==> config.mk <==
export PLATFORM = sky130hd
export DESIGN_NAME = snake_input_ctrl
export DESIGN_NICKNAME = d
export VERILOG_FILES = /design/src/rtl/snake_input_ctrl.sv
export SDC_FILE = /design/constraint.sdc
export NUM_CORES = 1
export LEC_CHECK = 0
export BUFFER_PORTS_ARGS = -buffer_cell sky130_fd_sc_hd__buf_2
export CAP_MARGIN = 20
export CORE_MARGIN = 4
export CORE_UTILIZATION = 40
export DETAILED_ROUTE_END_ITERATION = 10
export HOLD_SLACK_MARGIN = 0.03
export PLACE_DENSITY = 0.55
export SLEW_MARGIN = 10
export SYNTH_ARGS = -nofsm -noshare
export SYNTH_HDL_FRONTEND = slang
export SYNTH_SLANG_ARGS = --single-unit
==> constraint.sdc <==
create_clock -name clk -period 2.7 [get_ports clk]
set_input_delay 0.27 -clock clk [delete_from_list [all_inputs] [get_ports clk]]
set_output_delay 0.27 -clock clk [all_outputs]
set_load 0.02 [all_outputs]
==> src/rtl/snake_input_ctrl.sv <==
// Snake game input stage: button sync/debounce, legal-turn FIFO and game tick sequencer.
// Defining SNAKE_TURBO_EN adds btn_turbo, which halves the tick period while held.
module snake_input_ctrl #(
    parameter int unsigned TICK_DIV   = 2_500_000,
    parameter int unsigned DEB_CYCLES = 250_000,
    parameter int unsigned QDEPTH     = 4,
    parameter int unsigned INIT_DIR   = 1
) (
    input  logic                      clk,
    input  logic                      reset,
    input  logic                      btn_up,
    input  logic                      btn_right,
    input  logic                      btn_down,
    input  logic                      btn_left,
`ifdef SNAKE_TURBO_EN
    input  logic                      btn_turbo,
`endif
    input  logic                      run,
    input  logic                      game_over,
    output logic                      gameTick,
    output logic                      move_enable,
    output logic [1:0]                move,
    output logic [1:0]                cur_dir,
    output logic [$clog2(QDEPTH):0]   queue_count
);

    localparam int unsigned AW = $clog2(QDEPTH);
    localparam int unsigned CW = $clog2(TICK_DIV);
    localparam int unsigned DW = $clog2(DEB_CYCLES + 1);
`ifdef SNAKE_TURBO_EN
    localparam int unsigned NB = 5;
`else
    localparam int unsigned NB = 4;
`endif
    localparam logic [CW-1:0] TermFull = CW'(TICK_DIV - 1);
    localparam logic [DW-1:0] DebLast  = DW'(DEB_CYCLES - 1);
    localparam logic [1:0]    InitDir  = 2'(INIT_DIR);
    localparam logic [AW:0]   QFull    = (AW + 1)'(QDEPTH);

    typedef enum logic [1:0] {StIdle, StApply, StTick} state_e;

    logic [NB-1:0] btn_raw, sync1_q, sync2_q, deb_q, deb_d, rise;
    logic [DW-1:0] deb_cnt_q [NB];
    logic [DW-1:0] deb_cnt_d [NB];
    state_e        state_q, state_d;
    logic [CW-1:0] tick_cnt_q, tick_cnt_d, term;
    logic [1:0]    cur_dir_q, cur_dir_d;
    logic [1:0]    fifo_q [QDEPTH];
    logic [AW:0]   wptr_q, wptr_d, rptr_q, rptr_d, count;
    logic [AW-1:0] tail_idx;
    logic [1:0]    head, tail, ref_dir, press_dir;
    logic          press_vld, empty, full, push, pop;

`ifdef SNAKE_TURBO_EN
    assign btn_raw = {btn_turbo, btn_left, btn_down, btn_right, btn_up};
    // >= comparison makes an already-passed half period terminal immediately.
    assign term    = deb_q[NB-1] ? CW'(TICK_DIV / 2 - 1) : TermFull;
`else
    assign btn_raw = {btn_left, btn_down, btn_right, btn_up};
    assign term    = TermFull;
`endif

    always_comb begin
        deb_d = deb_q;
        rise  = '0;
        for (int i = 0; i < NB; i++) begin
            deb_cnt_d[i] = '0;
            if (sync2_q[i] != deb_q[i]) begin
                if (deb_cnt_q[i] == DebLast) begin
                    deb_d[i] = sync2_q[i];
                    rise[i]  = sync2_q[i];
                end else begin
                    deb_cnt_d[i] = deb_cnt_q[i] + 1'b1;
                end
            end
        end
    end

    always_comb begin
        press_vld = |rise[3:0];
        press_dir = 2'd0;
        if (rise[0])      press_dir = 2'd0;
        else if (rise[1]) press_dir = 2'd1;
        else if (rise[2]) press_dir = 2'd2;
        else if (rise[3]) press_dir = 2'd3;
    end

    assign count    = wptr_q - rptr_q;
    assign empty    = (count == '0);
    assign full     = (count == QFull);
    assign tail_idx = wptr_q[AW-1:0] - 1'b1;
    assign head     = fifo_q[rptr_q[AW-1:0]];
    assign tail     = fifo_q[tail_idx];
    // The tail is also the reference after a same-cycle pop of the last entry.
    assign ref_dir  = empty ? cur_dir_q : tail;

    always_comb begin
        state_d     = state_q;
        tick_cnt_d  = tick_cnt_q;
        cur_dir_d   = cur_dir_q;
        wptr_d      = wptr_q;
        rptr_d      = rptr_q;
        push        = 1'b0;
        pop         = 1'b0;
        gameTick    = 1'b0;
        move_enable = 1'b0;
        move        = cur_dir_q;
        if (game_over) begin
            state_d = StIdle;
            rptr_d  = wptr_q;
        end else begin
            unique case (state_q)
                StIdle: begin
                    if (run) begin
                        if (tick_cnt_q >= term) begin
                            tick_cnt_d = '0;
                            state_d    = StApply;
                        end else begin
                            tick_cnt_d = tick_cnt_q + 1'b1;
                        end
                    end
                end
                StApply: begin
                    if (!empty) begin
                        pop         = 1'b1;
                        move_enable = 1'b1;
                        move        = head;
                        cur_dir_d   = head;
                        rptr_d      = rptr_q + 1'b1;
                    end
                    state_d = StTick;
                end
                StTick: begin
                    gameTick = 1'b1;
                    state_d  = StIdle;
                end
                default: state_d = StIdle;
            endcase
            if (press_vld && (!full || pop) && (press_dir != ref_dir) &&
                (press_dir != (ref_dir ^ 2'b10))) begin
                push   = 1'b1;
                wptr_d = wptr_q + 1'b1;
            end
        end
    end

    always_ff @(posedge clk) begin
        if (!reset) begin
            sync1_q    <= '0;
            sync2_q    <= '0;
            deb_q      <= '0;
            for (int i = 0; i < NB; i++) deb_cnt_q[i] <= '0;
            state_q    <= StIdle;
            tick_cnt_q <= '0;
            cur_dir_q  <= InitDir;
            wptr_q     <= '0;
            rptr_q     <= '0;
        end else begin
            sync1_q    <= btn_raw;
            sync2_q    <= sync1_q;
            deb_q      <= deb_d;
            for (int i = 0; i < NB; i++) deb_cnt_q[i] <= deb_cnt_d[i];
            state_q    <= state_d;
            tick_cnt_q <= tick_cnt_d;
            cur_dir_q  <= cur_dir_d;
            wptr_q     <= wptr_d;
            rptr_q     <= rptr_d;
        end
    end

    always_ff @(posedge clk) begin
        if (push) fifo_q[wptr_q[AW-1:0]] <= press_dir;
    end

    assign cur_dir     = cur_dir_q;
    assign queue_count = count;

endmodule

==> Yosys cells after proc, flatten, opt, wreduce, memory -nomap -nowiden <==
Memories as Yosys holds them, arrays and structs flattened. A register that Yosys moved wholly into a read port is not among the register bits.
Cells that the tools add are included.
{ "word_totals": {"mem_count": 2, "out_inout_bits": 9, "ram_bits": 80, "ff_bits": 44} }
{ "mem_list": {"columns": ["memory", "depth", "word_bits", "read_ports", "rd_ports_with_merged_regs", "write_ports", "line_no", "source"], "rows": [
  ["deb_cnt_q", 4, 18, 4, 0, 4, "43", "logic [DW-1:0] deb_cnt_q [NB];"],
  ["fifo_q", 4, 2, 2, 1, 1, "48", "logic [1:0] fifo_q [QDEPTH];"]
]} }
{ "op_classes": {"n_eq_ne": 16, "n_reduce_logical": 18, "add_sub_neg": 9, "mux": 49, "order_cmp": 1, "bitwise": 7} }
{ "op_table": {"columns": ["cell", "count"], "rows": [
  ["two-way mux 18 bit", 12],
  ["adder 18 x 1 -> 18 bit, second input constant", 4],
  ["equality test 18 bit, second input constant", 4],
  ["two-way mux 2 bit", 12],
  ["adder 22 x 1 -> 22 bit, second input constant", 1],
  [">= comparator 22 bit, second input constant", 1],
  ["two-way mux 22 bit", 1],
  ["two-way mux 1 bit", 20],
  ["AND reduction 2 bit", 7],
  ["two-way mux 3 bit", 3],
  ["adder 3 x 1 -> 3 bit, second input constant", 2],
  ["inequality test 2 bit, second input constant", 3],
  ["inequality test 1 bit", 4],
  ["inequality test 2 bit", 2],
  ["OR 1 bit", 4],
  ["case mux 2 bit (2 select lines)", 1],
  ["OR reduction 4 bit", 1],
  ["equality test 3 bit, second input constant", 1],
  ["logical AND 1 bit", 3],
  ["zero test 3 bit", 1],
  ["NOT 1 bit", 3],
  ["AND reduction 3 bit", 1],
  ["subtractor 3 bit", 1],
  ["equality test 2 x 1 -> 1 bit, second input constant", 1],
  ["other kinds (7)", 7]
]} }

==> Longest topological paths before layout <==
An unclocked memory read counts as a cell.
{ "depth": {"depth_word": 15, "ltp_mapped": 9, "mapped_depth_nobuf": 9} }

==> Worst setup path before layout <==
Ideal clock, no wire load.
{ "synth_path": {"path_type": "register to register", "from": "register wptr_q[0]", "to": "memory fifo_q[0][0] (enable)", "period_less_slack_ps": 2823, "path_slack_ps": -123, "stages_incl_launch_ff": 10, "arrival_ps": 2525, "required_time_ps": 2403, "setup_ps": 297, "cell_sequence": "dfxtp_1 -> inv_1 -> ha_1 -> fa_1 -> xor3_1 -> nor3_1 -> mux2i_1 -> o211a_1 -> o21a_1 -> and2_1"} }
{ "synth_between": {"elab_cells_between_ends": 21, "cone_classes": "add/sub (2); eq/ne (3); mux (8); bitwise (1); reduce/logical (6); memory (1)"} }
{ "synth_lines": {"columns": ["element", "line_no", "source"], "rows": [
  ["start: declaration", "49", "logic [AW:0] wptr_q, wptr_d, rptr_q, rptr_d, count;"],
  ["start signal: assignment", "166", "wptr_q <= wptr_d;"],
  ["subtractor 2 x 1 -> 2 bit (*)", "91", "assign tail_idx = wptr_q[AW-1:0] - 1'b1;"],
  ["named net tail_idx[0]", "50", "logic [AW-1:0] tail_idx;"],
  ["memory (4 x 2 bit) (*)", null, null],
  ["two-way mux 2 bit (*)", "95", "assign ref_dir = empty ? cur_dir_q : tail;"],
  ["inequality test 2 bit or NOT 1 bit (tied branches)", null, null],
  ["logical AND 1 bit or inequality test 2 bit (tied branches)", "139, 140", null],
  ["logical AND 1 bit (*)", "139", "if (press_vld && (!full || pop) && (press_dir != ref_dir) &&"],
  ["two-way mux 1 bit (*)", "139", null],
  ["two-way mux 1 bit (*)", "108", "if (game_over) begin"],
  ["two-way mux 1 bit (*)", "172", "if (push) fifo_q[wptr_q[AW-1:0]] <= press_dir;"],
  ["two-way mux 1 bit (not written as such) (*)", "172", null],
  ["end: declaration", "48", null]
]} }
Mark *: on every way through the listed nets, which the timed path passes. The rest lies on a longest branch. The select of a mux whose other input is x is not followed.

==> Final worst setup path <==
{ "layout_path": {"from": "register wptr_q[0]", "to": "output move[1]"} }
{ "layout_between": {"elab_chain_cells": 5} }
{ "layout_rtl": {"columns": ["element", "line_no", "source"], "rows": [
  ["subtractor 3 bit", "88", "assign count = wptr_q - rptr_q;"],
  ["zero test 3 bit", "89", "assign empty = (count == '0);"],
  ["two-way mux 2 bit", "124", "if (!empty) begin"],
  ["two-way mux 2 bit", "112", "unique case (state_q)"],
  ["two-way mux 2 bit", "108", null],
  ["end: declaration", "22", "output logic [1:0] move,"]
]} }
No other way between the ends.

==> flow_summary.json <==
{
  "hold_violations": 0,
  "drc": 0,
  "worstPathArrival_ns": 2.43,
  "busiest_layer": "met2",
  "crit_fanout": 3,
  "drt_first_pass_iters": 4,
  "numCtsBuffers": 17,
  "power.leakage_nw": 2.34,
  "rsz0062_at_grt": "yes",
  "finalClockSkew_ns": 0.00806,
  "finalSetupViolations": 0,
  "grt_pass1_vias": 4191,
  "antenna_found_initial": 0,
  "synth_top_cell_by_area": "dfxtp_1",
  "synthArstFlopShare_pct": 0,
  "clock-sinks": 126,
  "gr-usage-met1_pct": 18.0,
  "cts_buffer_depth": 2,
  "final_cell_mix": "nor2_1, dfxtp_1, xor2_1",
  "power.density_nw_per_um2": 629,
  "syn_area_um2": 5680,
  "drt-wirelength-per-cell_um": 13.2,
  "cts_tree": "built",
  "io_pins": 17,
  "core_um2": 13900,
  "syn_area_per_cell_um2": 9.27,
  "drtAntennaViolNets": 0,
  "gr-usage-all-layers_pct": 14.9,
  "grt_pass1_wl_um": 19500,
  "hold_path.class": "input port to flip-flop",
  "syn_inst": 613,
  "outcome": "completed",
  "port_buffers": 16,
  "globalRouteOverflowTotal": 0,
  "yosysSeqAreaShare_pct": 45.8,
  "fin_crit_ns": 2.70,
  "vias_per_cell": 4.96,
  "layout_commonest_cell": "nor2_1",
  "drv_slew": 0,
  "end_kind": "output pin",
  "ys_top_cells_by_area": "dfxtp_1, nor2_1, xor2_1",
  "cts_root_buf": "clkbuf_16",
  "hpwlAfterDp_um": 8030,
  "fp.dieW_um": 127,
  "initial_core_util_pct": 40.9,
  "grt_util_met2_pct": 24.6,
  "worstPathRequired_ns": 2.43,
  "synthFlopType": "dfxtp_1",
  "clk_pin_slew_ns": 0.05,
  "globalplace.congestion": 0.789,
  "rows": 43,
  "grt_max_degree": 22,
  "period_share_pct": 99.9,
  "synth_top_area_share_pct": 41.6,
  "yosys.cell_types.count": 60,
  "drive_above_1_share_pct": 14.2,
  "tightest_slew_ns": 0.675,
  "synth_edf_count": 8,
  "drt-initial-drc-count": 240,
  "critPathLaunchType": "flip-flop",
  "die_area_um2": 16200,
  "ys_warn_count": 0,
  "irDropWorstVdd_mv": 0.402,
  "syn_to_final_growth_pct": 18.7,
  "fin_ws_ns": 0.00285,
  "crit_type": "flip-flop to output pin",
  "final_cell_count_no_fill": 847,
  "max-slew-margin-rel_pct": 54.9,
  "place_ws_ns": 0.00267,
  "cts.htree.levels": 4,
  "cap_violations": 0,
  "p_total_mw": 4.24,
  "dp_cells": 810,
  "syn-num-nets": 633,
  "ys_seq_elements": 126,
  "wl_um": 11200,
  "clkLatencyLatePin_ns": 0.41,
  "nets": 674,
  "vias": 4202,
  "fmaxAchievable_mhz": 371,
  "grtUsageMet3_pct": 5.18,
  "die_h_um": 127,
  "n_antenna_cell": 0
}
==> synthesized netlist by cell type (3+ instances only) <==
library cell	instances
or4b_1	4
nand4_1	23
or3_1	5
xnor2_1	40
ha_1	11
nor4_1	4
and3_1	12
mux2_2	3
nand3_1	34
mux2i_1	6
dfxtp_1	118
nor2_1	122
and4_1	7
mux4_2	3
edfxtp_1	8
o21ai_0	5
xor2_1	49
nand2_1	34
a21oi_1	5
nand2b_1	7
clkbuf_1	10
or2_2	3
inv_1	16
and2_1	18
nor3_1	16
a211oi_1	4
==> per-layer routing <==
metal	share of wire [%]	wire, um	up-vias
met2	49	5450	38
met1	47	5230	1969
met3	3.5	387	9
met4	1.2	140	0
met5	0	0	-
li1	-	-	2186
==> per-stage QoR <==
stage	TNS (ns)	util [%]	hold WS (ns)	instance area, um2
2_1_floorplan	0	-	0.397	5700
3_3_place_gp	0	43.6	0.416	6050
3_5_place_dp	0	43.6	0.423	6050
4_1_cts	-0.474	48.5	0.0529	6740
5_1_grt	-0.123	48.6	0.0621	6750
6_report	0	48.6	0.0702	6750
==> flip-flops by register name, indices dropped and copies added (netlist names), named ones only <==
name	flops
deb_cnt_q	72
tick_cnt_q	22
fifo_q	8
deb_q	4
sync1_q	4
sync2_q	4
rptr_q	3
wptr_q	3
cur_dir	2
state_q	2
==> worst paths after layout <==
path | from | end | slack (ns) | cells past startpoint
worst max-delay path | wptr_q[0] | move[1] | 0.003 | 8
worst min-delay path | btn_up | sync1_q[0] | 0.07 | 2
worst min register to register | sync1_q[0] | sync2_q[0] | 0.43 | 1
worst max register to register | wptr_q[0] | fifo_q[3][1] | 0.17 | 10
==> where the power goes <==
part	switching, mW	leakage (nW)	internal (mW)
Sequential	0.00970	1.02	1.89
Clock	0.789	0.283	1.45
Combinational	0.0596	1.03	0.0421
Total	0.858	2.34	3.39
==> logic make-up after synthesis <==
group	synth area share, %
simple gates	28.1
flops	45.8
xor+xnor	14.1
compound gates	4.23
buf+inv	2.09
mux	2.84
fa+ha+maj	2.77
==> worst max-delay path, cell delays in order (launching register included) <==
cell and delay [ns]:
dfxtp_2 0.33, inv_2 0.05, ha_4 0.15, fa_2 0.32, xor3_2 0.25, nor3_4 0.05
or3_4 0.41, mux2_4 0.32, buf_6 0.13
==> layout make-up <==
cell class | count | area, um2
Clock buffer | 22 | 485
Clock inverter | 10 | 110
Fill cell | 1310 | 7140
Inverter | 16 | 60.1
Multi-Input combinational cell | 457 | 3020
Sequential cell | 126 | 2610
Tap cell | 180 | 225
Timing Repair Buffer | 36 | 243
==> repair_timing <==
action                                  4_1_cts  5_1_grt
pin swaps                                     6        4
gates resized for setup                      16        1
endpoints found under the setup margin        4       12
hold buffers                                  0        0
setup buffers                                 4        1
endpoints found under the hold margin         0        0
Power figures use the tool's default switching activity.
